**config.mk**
```make
export PLATFORM = sky130hd
export DESIGN_NAME = wb_port_arbiter
export DESIGN_NICKNAME = d
export VERILOG_FILES = /design/src/rtl/wb_port_arbiter_pkg.sv /design/src/rtl/wb_pend_fifo.sv /design/src/rtl/wb_port_arbiter.sv
export SDC_FILE = /design/constraint.sdc
export NUM_CORES = 1
export LEC_CHECK = 0
export CAP_MARGIN = 5
export CORE_MARGIN = 3
export CORE_UTILIZATION = 57
export CTS_CLUSTER_DIAMETER = 50
export DETAILED_ROUTE_END_ITERATION = 10
export DONT_BUFFER_PORTS = 1
export GPL_ROUTABILITY_DRIVEN = 0
export HOLD_SLACK_MARGIN = 0.06
export PLACE_DENSITY_LB_ADDON = 0.2
export SETUP_SLACK_MARGIN = 0.4
export SKIP_CTS_REPAIR_TIMING = 1
export SYNTH_ARGS = -nofsm -noshare
export SYNTH_HDL_FRONTEND = slang
export SYNTH_SLANG_ARGS = --single-unit
```
**constraint.sdc**
```tcl
create_clock -name clk -period 2.4 [get_ports clk]
set_input_delay 0.24 -clock clk [delete_from_list [all_inputs] [get_ports clk]]
set_output_delay 0.24 -clock clk [all_outputs]
set_load 0.03 [all_outputs]
```
**src/rtl/wb_port_arbiter_pkg.sv**
```systemverilog
// Shared core constants and the buffered writeback entry type for the
// register-file write port arbiter.
package wb_port_arbiter_pkg;

    localparam int unsigned REG_ADDR_W = 5;
    localparam int unsigned XLEN       = 32;
    localparam int unsigned PEND_DEPTH = 2;
    localparam int unsigned PEND_CNT_W = 2;
    localparam int unsigned PEND_PTR_W = 1;

    typedef struct packed {
        logic [REG_ADDR_W-1:0] rd;
        logic [XLEN-1:0]       data;
    } wbEntry_t;

endpackage

```
**src/rtl/wb_pend_fifo.sv**
```systemverilog
// Two-entry FIFO buffering multiply/divide results waiting for the RF write port.
// Push and pop may occur in the same cycle; order is first accepted, first out.
module wb_pend_fifo
    import wb_port_arbiter_pkg::*;
(
    input  logic                  clk,
    input  logic                  rst,
    input  logic                  push,
    input  logic [REG_ADDR_W-1:0] pushRd,
    input  logic [XLEN-1:0]       pushData,
    input  logic                  pop,
    output logic [REG_ADDR_W-1:0] headRd,
    output logic [XLEN-1:0]       headData,
    output logic [PEND_CNT_W-1:0] count
);

    wbEntry_t              slots [PEND_DEPTH];
    logic [PEND_PTR_W-1:0] rdPtr;
    logic [PEND_PTR_W-1:0] wrPtr;
    logic                  doPush;
    logic                  doPop;

    assign doPush   = push && (count != PEND_CNT_W'(PEND_DEPTH));
    assign doPop    = pop && (count != '0);
    assign headRd   = slots[rdPtr].rd;
    assign headData = slots[rdPtr].data;

    always_ff @(posedge clk) begin
        if (rst) begin
            rdPtr <= '0;
            wrPtr <= '0;
            count <= '0;
            for (int i = 0; i < int'(PEND_DEPTH); i++) begin
                slots[i] <= '0;
            end
        end else begin
            if (doPush) begin
                slots[wrPtr] <= '{rd: pushRd, data: pushData};
                wrPtr        <= wrPtr + PEND_PTR_W'(1);
            end
            if (doPop) begin
                rdPtr <= rdPtr + PEND_PTR_W'(1);
            end
            case ({doPush, doPop})
                2'b10:   count <= count + PEND_CNT_W'(1);
                2'b01:   count <= count - PEND_CNT_W'(1);
                default: count <= count;
            endcase
        end
    end

endmodule

```
**src/rtl/wb_port_arbiter.sv**
```systemverilog
// Arbitrates the single register-file write port between the main pipeline and
// buffered multiply/divide results, forcing a one-cycle stall if MD results starve.
module wb_port_arbiter
    import wb_port_arbiter_pkg::*;
#(
    parameter int unsigned STARVE_LIMIT = 4
) (
    input  logic                  clk,
    input  logic                  rst,
    input  logic                  pipe_we,
    input  logic [REG_ADDR_W-1:0] pipe_rd,
    input  logic [XLEN-1:0]       pipe_data,
    input  logic                  md_valid,
    input  logic [REG_ADDR_W-1:0] md_rd,
    input  logic [XLEN-1:0]       md_data,
    output logic                  md_ready,
    output logic                  rf_we,
    output logic [REG_ADDR_W-1:0] rf_rd,
    output logic [XLEN-1:0]       rf_wdata,
    output logic                  stall_req,
    output logic [PEND_CNT_W-1:0] pend_count
);

    localparam int unsigned STARVE_W = 4;
    localparam logic [STARVE_W-1:0] LIMIT = STARVE_W'(STARVE_LIMIT);

    logic                  pipeReq;
    logic                  mdAccept;
    logic                  mdLive;
    logic                  fifoEmpty;
    logic                  grantHead;
    logic                  grantPipe;
    logic                  grantBypass;
    logic                  grantAny;
    logic                  fifoPush;
    logic [REG_ADDR_W-1:0] grantRd;
    logic [XLEN-1:0]       grantData;
    logic [REG_ADDR_W-1:0] headRd;
    logic [XLEN-1:0]       headData;
    logic [PEND_CNT_W-1:0] fifoCount;
    logic [STARVE_W-1:0]   starveCnt;
    logic [STARVE_W-1:0]   starveNext;

    assign md_ready   = (fifoCount < PEND_CNT_W'(PEND_DEPTH)) && !rst;
    assign pend_count = fifoCount;

    // Priority: forced head, pipeline, buffered head, MD bypass; x0 targets never write.
    always_comb begin
        pipeReq     = pipe_we && (pipe_rd != '0) && !stall_req;
        mdAccept    = md_valid && md_ready;
        mdLive      = mdAccept && (md_rd != '0);
        fifoEmpty   = (fifoCount == '0);
        grantHead   = 1'b0;
        grantPipe   = 1'b0;
        grantBypass = 1'b0;
        grantRd     = md_rd;
        grantData   = md_data;
        if (stall_req) begin
            grantHead = 1'b1;
        end else if (pipeReq) begin
            grantPipe = 1'b1;
        end else if (!fifoEmpty) begin
            grantHead = 1'b1;
        end else if (mdLive) begin
            grantBypass = 1'b1;
        end
        if (grantHead) begin
            grantRd   = headRd;
            grantData = headData;
        end else if (grantPipe) begin
            grantRd   = pipe_rd;
            grantData = pipe_data;
        end
        grantAny = grantHead || grantPipe || grantBypass;
        fifoPush = mdLive && !grantBypass;
    end

    // Counts cycles the buffered head waits behind the pipeline.
    always_comb begin
        starveNext = starveCnt;
        if (fifoEmpty || grantHead) begin
            starveNext = '0;
        end else if (starveCnt < LIMIT) begin
            starveNext = starveCnt + STARVE_W'(1);
        end
    end

    always_ff @(posedge clk) begin
        if (rst) begin
            rf_we     <= 1'b0;
            rf_rd     <= '0;
            rf_wdata  <= '0;
            starveCnt <= '0;
            stall_req <= 1'b0;
        end else begin
            rf_we     <= grantAny;
            starveCnt <= starveNext;
            stall_req <= (starveNext == LIMIT);
            if (grantAny) begin
                rf_rd    <= grantRd;
                rf_wdata <= grantData;
            end
        end
    end

    wb_pend_fifo u_pendFifo (
        .clk      (clk),
        .rst      (rst),
        .push     (fifoPush),
        .pushRd   (md_rd),
        .pushData (md_data),
        .pop      (grantHead),
        .headRd   (headRd),
        .headData (headData),
        .count    (fifoCount)
    );

endmodule

```
==> flow_summary.yaml <==
clock_network:
  clockBufferDepth: 2
  clk_pin_slew_ps: 60
  cts_max_level: 4
  root_buffer: "clkbuf_8"
  cts_tree: "done"
  clkLatencyLatePin_ps: 510
  clkSinkCount: 122
  cts_buffers: 17
sta:
  finClkSkew_ps: 7.824
  relSlewSlack_pct: 49.70
  fmax_mhz: 504.3
  fin_crit_sh_pct: 82.62
  rsz0062_at_grt: "true"
  drv_slew: 0
  hold_viol: 0
  tightest_slew_ps: 747.7
  timing.final.ws_setup_ps: 417.0
  setup_violations: 0
  period_needed_ps: 1983
  tns_ps: 0
critical_path:
  worstSetupEndpointType: "flip-flop"
  critPathKind: "flip-flop to flip-flop"
  cpMostUsedCell: "a21oi_1"
  ff2ff_setup_slack_ps: 420
  slowest_stage: "dlygate4sd3_1"
  cp_max_fo: 7
  cp_data_required_time_ps: 2840
  cp_cell_sequence: "nand2b_1 > a21oi_1 > or3_1 > a21oi_1 > dlygate4sd3_1"
  worstPathArrival_ps: 2430
  slowest_delay_ps: 550
  critPathLaunchType: "flip-flop"
pwr:
  p_leak_nw: 2.769
  vdd_ir_drop_max_uv: 527.6
  cellPowerDensity_nw_per_um2: 981.7
placement:
  portBuffers: 0
  pre_cts_slack_ps: 304.2
  dpl.hpwl_um: 8114
finish:
  fin_nets: 660
  mostFrequentLayoutCells: "109 x and2_1, 74 x edfxtp_1, 69 x dlygate4sd3_1, 44 x dfxtp_1"
  diodes: 0
  syn_to_final_growth_pct: 25.94
  final_common_cell: "and2_1"
  drive_gt1_share_pct: 17.03
route:
  drtIter0Drc: 224
  via_count: 4203
  drcViolationCount: 0
  postRouteAntennaNets: 0
  vias_per_cell: 5.789
  drt_wl_total_um: 14090
  first_pass_iters: 4
  post_drt_wl_per_cell_um: 19.41
global_route:
  grt_pass1_vias: 4058
  grt_overflow: 0
  antenna_found_initial: 0
  grt_pass1_wl_um: 20350
  grt_max_degree: 50
  grt_usage_pct: 23.29
floorplan:
  fp.dieW_um: 107.3
  row_count: 36
  start_util_pct: 59.31
  fp.dieArea_um2: 11520
  die_h_um: 107.3
  core_um2: 9864
  io_pins: 120
synth:
  synthCells: 514
  ys_warn_count: 0
  syn_area_per_cell_um2: 11.38
  yosysUniqueCellTypes: 42
  yosys_register_bits: 122
  synth_flop_cell: "edfxtp_1"
  syn-cell-area_um2: 5851
  synth_edf_count: 74
  synth_seq_area_share_pct: 54.41
  syn_nets: 594
  async_flop_share_pct: 0
status:
  status: "finished clean"
hold_path:
  hp-class: "input port to flip-flop"
job:
  drv_cap: 0
cells in the mapped netlist, types with 2 or more instances:
cell type  number  area, µm²
a21oi_1         9      45.04
a311oi_1       36      315.3
a31oi_1         3      18.77
and2_1        109      681.9
buf_1           2      7.510
buf_2           6      30.03
buf_6           4      45.04
clkbuf_1       26      97.59
dfxtp_1        48      960.9
edfxtp_1       74       2222
ha_1            2      25.02
inv_1           3      11.26
mux2_2         36      405.4
mux2i_1        33      330.3
nand2_1        38      142.6
nand2b_1        2      12.51
nor2_1         12      45.04
nor3_1         37      185.2
nor4_1          3      18.77
o21ai_0         3      15.01
or2_1           3      18.77
or3_1           4      25.02
xnor2_1         2      17.52
per-layer routing:
layer  wire, µm  track usage, %
met2       7466           41.02
met5          0               0
met4        131           10.78
met3       1018           6.419
met1       5476           26.07
state kept, by name, indices dropped and copies added, names as in the netlist, named ones only:
signal            cells
u_pendFifo.wrPtr      1
rf_wdata             32
u_pendFifo.slots     74
rf_we                 1
u_pendFifo.count      2
u_pendFifo.rdPtr      1
rf_rd                 5
stall_req             1
starveCnt             4
logic make-up (layout without fill, tap and decap cells):
family                     after synthesis  in the layout  share of synthesized area [%]
DFF                                    122            122                          54.41
and+or+nand+nor                        216            218                          20.49
xor gates and xnor gates                 3              3                         0.4492
adders and majority gates                2              2                         0.4276
buffers and inverters                   43            120                          3.529
muxes                                   69             69                          12.57
AOI/OAI and AO/OA                       59             59                          8.127
final cells by class:
cell class                      instances  area [µm²]
Inverter                                3       11.26
Clock inverter                         15       173.9
Timing Repair Buffer                   85       852.1
Clock buffer                           17       414.1
Tap cell                              133       166.4
Sequential cell                       122        3191
Fill cell                             628        2496
Multi-Input combinational cell        351        2560
worst paths after layout:
path / from / end / depth (start not counted)
setup / recovery: stall_req / flip-flop / 5
setup reg to reg: stall_req / flip-flop / 5
hold / removal: pipe_data[19] / rf_wdata[19] / 2
hold reg to reg: u_pendFifo.wrPtr / u_pendFifo.wrPtr / 1
report_power, final:
part	leakage, nW	switching (mW)	internal (mW)	total [mW]
clock network	0.280	0.929	1.58	2.51
logic	1.32	0.880	0.753	1.63
registers	1.17	0.540	2.55	3.09
total	2.77	2.35	4.88	7.23
critical path, delay by kind of cell, from the launching register on:
| family | cells | cell delay [ps] |
|---|---|---|
| AND/OR/NAND/NOR | 2 | 600 |
| flip-flops | 1 | 530 |
| buffers and inverters | 1 | 550 |
| AO/OA/AOI/OAI | 2 | 230 |
metrics by stage:
stage	cells	power, mW	utilization [%]	hold WS, ps	instance area [µm²]
CTS	654	7.107	67.07	-221.6	6616
global placement	622	4.550	61.11	311.6	6028
detailed placement	622	4.612	61.11	315.0	6028
global route	726	7.552	74.70	55.16	7368
finish	726	7.234	74.70	48.69	7368
floorplan	514	4.255	-	433.1	5921
No activity file was read; power rests on OpenSTA's default activity.
